<file path="src/rtl/control_sequencer_if.sv">
// Handshake and strobe bundle between an instruction issuer and control_sequencer.
// master drives instruction/status inputs; slave is the sequencer producing datapath strobes.
interface control_sequencer_if #(
  parameter int unsigned CODE_W = 10
) ();

  logic              start;
  logic [CODE_W-1:0] CODE;
  logic              branch_taken;
  logic              mem_ready;
  logic              busy;
  logic              alu_sel_A;
  logic              alu_sel_B;
  logic              pc_load;
  logic              rf_we;
  logic              mem_rd;
  logic              mem_wr;
  logic              done;
  logic              illegal;
  logic              timeout;

  modport master (
    output start, CODE, branch_taken, mem_ready,
    input  busy, alu_sel_A, alu_sel_B, pc_load, rf_we, mem_rd, mem_wr, done, illegal, timeout
  );

  modport slave (
    input  start, CODE, branch_taken, mem_ready,
    output busy, alu_sel_A, alu_sel_B, pc_load, rf_we, mem_rd, mem_wr, done, illegal, timeout
  );

endinterface

</file>
<file path="src/rtl/control_sequencer.sv">
// Multi-cycle instruction control sequencer: IDLE/DECODE/EXEC/MEM/WB/TRAP.
// Define CTRL_CSR_SUPPORT_EN to execute the CSR class; otherwise CSR traps as illegal.
module control_sequencer #(
  parameter int unsigned CODE_W   = 10,
  parameter int unsigned WAIT_W   = 4,
  parameter int unsigned MAX_WAIT = 15
) (
  input  logic                clk,
  input  logic                rst_n,
  control_sequencer_if.slave  bus
);

  localparam int unsigned BitJ    = 0;
  localparam int unsigned BitJalr = 1;
  localparam int unsigned BitLui  = 2;
  localparam int unsigned BitAuipc = 3;
  localparam int unsigned BitB    = 4;
  localparam int unsigned BitR    = 5;
  localparam int unsigned BitS    = 6;
  localparam int unsigned BitIAlu = 7;
  localparam int unsigned BitLoad = 8;
  localparam int unsigned BitCsr  = 9;

`ifdef CTRL_CSR_SUPPORT_EN
  localparam logic [9:0] ClassMask = 10'h3ff;
`else
  localparam logic [9:0] ClassMask = 10'h1ff;
`endif
  localparam logic [CODE_W-1:0] LegalMask = CODE_W'(ClassMask);

  typedef enum logic [2:0] {
    StIdle,
    StDecode,
    StExec,
    StMem,
    StWb,
    StTrap
  } state_e;

  state_e              state_q, state_d;
  logic [CODE_W-1:0]   code_q, code_d;
  logic [WAIT_W-1:0]   cnt_q, cnt_d;

  logic code_onehot, code_legal, active, mem_cls;
  logic is_j, is_jalr, is_lui, is_auipc, is_b, is_s, is_ialu, is_load;

  assign code_onehot = (code_q != '0) && ((code_q & (code_q - CODE_W'(1))) == '0);
  // Legal means one-hot on a class this build actually executes.
  assign code_legal  = code_onehot && ((code_q & ~LegalMask) == '0);

  assign is_j     = code_onehot & code_q[BitJ];
  assign is_jalr  = code_onehot & code_q[BitJalr];
  assign is_lui   = code_onehot & code_q[BitLui];
  assign is_auipc = code_onehot & code_q[BitAuipc];
  assign is_b     = code_onehot & code_q[BitB];
  assign is_s     = code_onehot & code_q[BitS];
  assign is_ialu  = code_onehot & code_q[BitIAlu];
  assign is_load  = code_onehot & code_q[BitLoad];
  assign mem_cls  = is_s | is_load;

  assign active = (state_q == StDecode) || (state_q == StExec) ||
                  (state_q == StMem)    || (state_q == StWb);

  always_comb begin
    state_d     = state_q;
    code_d      = code_q;
    cnt_d       = cnt_q;
    bus.busy    = (state_q != StIdle);
    bus.alu_sel_A = active & (is_j | is_auipc);
    bus.alu_sel_B = active & (is_j | is_jalr | is_lui | is_auipc | is_s | is_ialu | is_load);
    bus.pc_load = 1'b0;
    bus.rf_we   = 1'b0;
    bus.mem_rd  = 1'b0;
    bus.mem_wr  = 1'b0;
    bus.done    = 1'b0;
    bus.illegal = 1'b0;
    bus.timeout = 1'b0;

    case (state_q)
      StIdle: begin
        if (bus.start) begin
          code_d  = bus.CODE;
          state_d = StDecode;
        end
      end
      StDecode: begin
        state_d = code_legal ? StExec : StTrap;
      end
      StExec: begin
        bus.pc_load = is_j | is_jalr | (is_b & bus.branch_taken);
        if (mem_cls) begin
          cnt_d   = '0;
          state_d = StMem;
        end else if (is_b) begin
          bus.done = 1'b1;
          state_d  = StIdle;
        end else begin
          state_d = StWb;
        end
      end
      StMem: begin
        bus.mem_rd = is_load;
        bus.mem_wr = is_s;
        if (bus.mem_ready) begin
          if (is_load) begin
            state_d = StWb;
          end else begin
            bus.done = 1'b1;
            state_d  = StIdle;
          end
        end else begin
          cnt_d = cnt_q + WAIT_W'(1);
          if (cnt_d == WAIT_W'(MAX_WAIT)) begin
            state_d = StTrap;
          end
        end
      end
      StWb: begin
        bus.rf_we = 1'b1;
        bus.done  = 1'b1;
        state_d   = StIdle;
      end
      StTrap: begin
        bus.done = 1'b1;
        // Only a legal S/LOAD can reach TRAP from MEM; anything else is a decode error.
        if (mem_cls) begin
          bus.timeout = 1'b1;
        end else begin
          bus.illegal = 1'b1;
        end
        state_d = StIdle;
      end
      default: begin
        state_d = StIdle;
      end
    endcase
  end

  always_ff @(posedge clk or negedge rst_n) begin
    if (!rst_n) begin
      state_q <= StIdle;
      code_q  <= '0;
      cnt_q   <= '0;
    end else begin
      state_q <= state_d;
      code_q  <= code_d;
      cnt_q   <= cnt_d;
    end
  end

endmodule

</file>
<file path="src/flat_wrapper.sv">
// flat-port wrapper written by rule: the top's interface ports become plain ports
module control_sequencer_flat 
#(
  parameter int unsigned CODE_W   = 10,
  parameter int unsigned WAIT_W   = 4,
  parameter int unsigned MAX_WAIT = 15
)
  (clk, rst_n, bus_start, bus_CODE, bus_branch_taken, bus_mem_ready, bus_busy, bus_alu_sel_A, bus_alu_sel_B, bus_pc_load, bus_rf_we, bus_mem_rd, bus_mem_wr, bus_done, bus_illegal, bus_timeout);
  control_sequencer_if #(.CODE_W(CODE_W)) bus_i ();
  input  logic clk;
  input  logic rst_n;
  input wire logic [$bits(bus_i.start)-1:0] bus_start;
  input wire logic [$bits(bus_i.CODE)-1:0] bus_CODE;
  input wire logic [$bits(bus_i.branch_taken)-1:0] bus_branch_taken;
  input wire logic [$bits(bus_i.mem_ready)-1:0] bus_mem_ready;
  output wire logic [$bits(bus_i.busy)-1:0] bus_busy;
  output wire logic [$bits(bus_i.alu_sel_A)-1:0] bus_alu_sel_A;
  output wire logic [$bits(bus_i.alu_sel_B)-1:0] bus_alu_sel_B;
  output wire logic [$bits(bus_i.pc_load)-1:0] bus_pc_load;
  output wire logic [$bits(bus_i.rf_we)-1:0] bus_rf_we;
  output wire logic [$bits(bus_i.mem_rd)-1:0] bus_mem_rd;
  output wire logic [$bits(bus_i.mem_wr)-1:0] bus_mem_wr;
  output wire logic [$bits(bus_i.done)-1:0] bus_done;
  output wire logic [$bits(bus_i.illegal)-1:0] bus_illegal;
  output wire logic [$bits(bus_i.timeout)-1:0] bus_timeout;
  assign bus_i.start = bus_start;
  assign bus_i.CODE = bus_CODE;
  assign bus_i.branch_taken = bus_branch_taken;
  assign bus_i.mem_ready = bus_mem_ready;
  assign bus_busy = bus_i.busy;
  assign bus_alu_sel_A = bus_i.alu_sel_A;
  assign bus_alu_sel_B = bus_i.alu_sel_B;
  assign bus_pc_load = bus_i.pc_load;
  assign bus_rf_we = bus_i.rf_we;
  assign bus_mem_rd = bus_i.mem_rd;
  assign bus_mem_wr = bus_i.mem_wr;
  assign bus_done = bus_i.done;
  assign bus_illegal = bus_i.illegal;
  assign bus_timeout = bus_i.timeout;
  control_sequencer #(.CODE_W(CODE_W), .WAIT_W(WAIT_W), .MAX_WAIT(MAX_WAIT)) u_core (.clk(clk), .rst_n(rst_n), .bus(bus_i));
endmodule
</file>
<file path="config.mk">
export PLATFORM = sky130hd
export DESIGN_NAME = control_sequencer_flat
export DESIGN_NICKNAME = d
export VERILOG_FILES = /design/src/rtl/control_sequencer_if.sv /design/src/rtl/control_sequencer.sv /design/src/flat_wrapper.sv
export SDC_FILE = /design/constraint.sdc
export NUM_CORES = 1
export LEC_CHECK = 0
export CORE_ASPECT_RATIO = 1.25
export CORE_MARGIN = 1.5
export CORE_UTILIZATION = 45
export DETAILED_ROUTE_END_ITERATION = 8
export GPL_TIMING_DRIVEN = 0
export PLACE_DENSITY = 0.75
export SYNTH_ARGS = -nofsm -noshare
export SYNTH_HDL_FRONTEND = slang
export SYNTH_SLANG_ARGS = --single-unit
</file>
<file path="constraint.sdc">
create_clock -name clk -period 2.2 [get_ports clk]
set_clock_uncertainty 0.2 [all_clocks]
set_input_delay 0.22 -clock clk [delete_from_list [all_inputs] [get_ports clk]]
set_output_delay 0.22 -clock clk [all_outputs]
set_load 0.02 [all_outputs]
</file>
==> reports/qor.txt, run 1 <==
Placed Area: 0.001486 mm2
most frequent cell after synthesis: dfrtp_1
initial antenna violation count: 0
CP Buf/Inv Count: 2
fin area: 0.001615 mm2
core area: 0.002427 mm2
critical path data arrival time: 2.50 ns
HP Class: input pin to async pin
delay-heaviest family, CP: simple AND/OR/NAND/NOR gates
maximum fanout along the worst path: 5
fin worst setup slack: -0.7239 ns
post-synthesis cell count: 126
Synth async-reset ratio: 1.000
Hold Violations, Final: 0
Die ar.: 0.002869 mm2
post-synthesis simple-gate area fraction: 0.2144
clk_lat worst skew: 0.30 ns
hold buffers post-CTS: 0
Max-slew headroom: 0.5058
Max VDD drop: 0.6744 mV
Sink Count: 17
Placer Congestion: 0.8720
RSZ-0062 raised after global routing: yes
Synth top area share: 0.3700
Initial Utilization: 0.4737
Tcrit/Tclk final: 1.329
H-Tree Depth: 1
ordered cell list for the critical path: or4_4 -> or3_4 -> a211oi_2 -> o21a_2 -> buf_6 -> a21oi_2 -> o21a_2 -> buf_6
status: finished with violations
Largest stage delay, worst path: 0.55 ns
Yosys reg bits: 17
Clock Pin Slew Worst Setup and Hold Paths: 0.11 ns
Post-Syn Area: 0.001150 mm2
via/cell ratio: 5.562
largest family of logic cells by synthesized area: simple AND/OR/NAND/NOR gates
area delta synth->final: 40.48%
Max-Cap Viols: 0
Die Y: 59.52 um
Post-synth top flop: dfrtp_1
worst slack, placed: -0.8809 ns
Syn Nets: 146
DRT iter0 DRCs: 35
vias in the first global route: 1021
min cycle time layout: 2.924 ns
hpwl dp: 1.918 mm
CTS Buf Count: 3
most common library cells after synthesis: 17 x dfrtp_1, 12 x nor2_1, 10 x mux2_2, 9 x nand2_1
mux cell area share after synthesis: 0.1066
Synth Area in Compound Gates: 0.1861
largest net degree at the start of global routing: 18
synthesized area per cell: 9.126 um2
per-cell routed wire length: 13.73 um
Slew Viols, Final: 0
Fin Setup TNS: -6.394 ns
layout cells sized above 1: 0.3602
first-pass GRT wire length: 4.367 mm
sequential fraction of the synthesis area: 0.3700
violated checks: setup timing
EDFF count, synth: 0
DR vias: 1079
Top Ports: 25
# rows: 20
Syn. warnings: 0
Setup-failing EPs final: 12
Req. time, crit path: 1.78 ns
die width: 48.21 um
total power: 1.611 mW
port bufs: 24
FMAX: 342.0 MHz
total gr overflow: 0
crit end category: output pin
root buf cell: clkbuf_4
post-synth top area cell: dfrtp_1
Pwr Density: 997.6 mW/mm2
Leakage: 0.6794 nW
Antenna Nets Post-Route: 0
slowest CP cell: or4_4
Routed WL: 2.663 mm
Slew @ Worst Pin: 0.7390 ns
DR DRC count: 0
crit path launch type: register
XOR/XNOR share of the synthesized area: 0.007617
Clock Path Buffers: 2
Synth Area in Adders: 0.06311
final net count: 182
Synth area leaders: dfrtp_1 37%, mux2_2 9.8%, ha_1 5.4%
TritonCTS clock tree: yes
crit path kind: register to output pin
DR pass1 iterations: 4
Diodes inserted: 0
Overall Global Routing Usage: 0.2095
Cell variety after synth: 40
==> sequential cells by signal (all words and copies together), names as in the netlist <==
register	flops
u_core.code_q	10
u_core.cnt_q	4
u_core.state_q	3
==> kinds of logic after synthesis <==
family                   Yosys count
AO/OA/AOI/OAI                     30
XOR/XNOR                           1
adder cells (fa/ha/maj)            6
buffers and inverters             13
flip-flops                        17
multiplexers                      11
AND/OR/NAND/NOR                   48
==> where the power goes <==
part	switching [mW]	internal (mW)	total, mW	leakage, nW
sequential	0.158	0.437	0.595	0.206
clock	0.104	0.0677	0.172	0.0177
combinational	0.442	0.403	0.845	0.456
==> placed cells by master, fill, tap and decap left out, drive strengths merged, types with 2 or more instances in the layout <==
master          n
nor2           12
a21oi           7
inv             7
nor3            7
mux2           10
buf            18
o21a            3
a211oi          2
o211ai          2
nand2           9
o21ai           5
a31oi           2
dfrtp          17
clkbuf          6
clkdlybuf4s50  14
nand3           5
and3            4
or3             5
ha              5
==> per-stage QoR <==
step                cells    util  hold slack, ns
finish                194  0.6655          0.1487
global route          194  0.6655          0.2056
CTS                   193  0.6464          0.1861
detailed placement    183  0.6124          0.3542
global placement      183  0.6124          0.3339
floorplan             126       -         -0.2756
==> routing by layer <==
layer | vias up | part of all wire | wire length, um | track usage
met5 | - | 0 | 0 | 0
met4 | 0 | 0.015 | 39 | 0.07722
met3 | 7 | 0.041 | 109 | 0.03963
met2 | 33 | 0.53 | 1424 | 0.3553
met1 | 511 | 0.41 | 1089 | 0.2510
li1 | 528 | - | - | -
==> worst register-to-register path, cell delays in order, from the launching register on <==
cell       delay, ns
dfrtp_1         0.40
or4_4           0.55
or3_4           0.40
a211oi_2        0.18
o21a_2          0.18
buf_2           0.16
buf_4           0.13
a2bb2oi_2       0.05
o31ai_2         0.18
==> repair_timing <==
| item | 4_1_cts | 5_1_grt |
|---|---|---|
| pin swaps | 8 | 4 |
| setup endpoints to repair | 23 | 24 |
| gates cloned | 1 | 0 |
| gates resized for setup | 50 | 12 |
| setup buffers | 6 | 1 |
| hold endpoints to repair | 0 | 0 |
==> worst paths after layout <==
| path | end | cells after the start | slack, ns | startpoint |
|---|---|---|---|---|
| max reg2reg | u_core.state_q[1] | 8 | -0.31 | u_core.code_q[2] |
| min reg2reg | u_core.cnt_q[0] | 1 | 0.37 | u_core.cnt_q[0] |
| min in group clk | u_core.code_q[9] | 3 | 0.28 | bus_CODE[9] |
| max in group asynchronous | u_core.state_q[0] | 1 | 1.15 | rst_n |
| min | u_core.cnt_q[3] | 1 | 0.15 | rst_n |
| max | bus_done | 8 | -0.72 | u_core.code_q[2] |
==> area by class of cell <==
type	count	area, um2
Fill cell	203	812.0
Tap cell	33	41.29
Inverter	7	26.28
Buffer	5	33.78
Sequential cell	17	427.9
Clock inverter	1	5.005
Timing Repair Buffer	32	301.5
Multi-Input combinational cell	96	757.0
Clock buffer	3	22.52
Note: power is estimated with default switching activity, not from simulation.
==> run 2: changes to the inputs <==
--- a/config.mk
+++ b/config.mk
@@ -5,6 +5,7 @@
 export SDC_FILE = /design/constraint.sdc
 export NUM_CORES = 1
 export LEC_CHECK = 0
+export CAP_MARGIN = 30
 export CORE_ASPECT_RATIO = 1.25
 export CORE_MARGIN = 1.5
 export CORE_UTILIZATION = 45
==> results of run 2 <==
Final layout, timing and power as in run 1 (identical DEF).
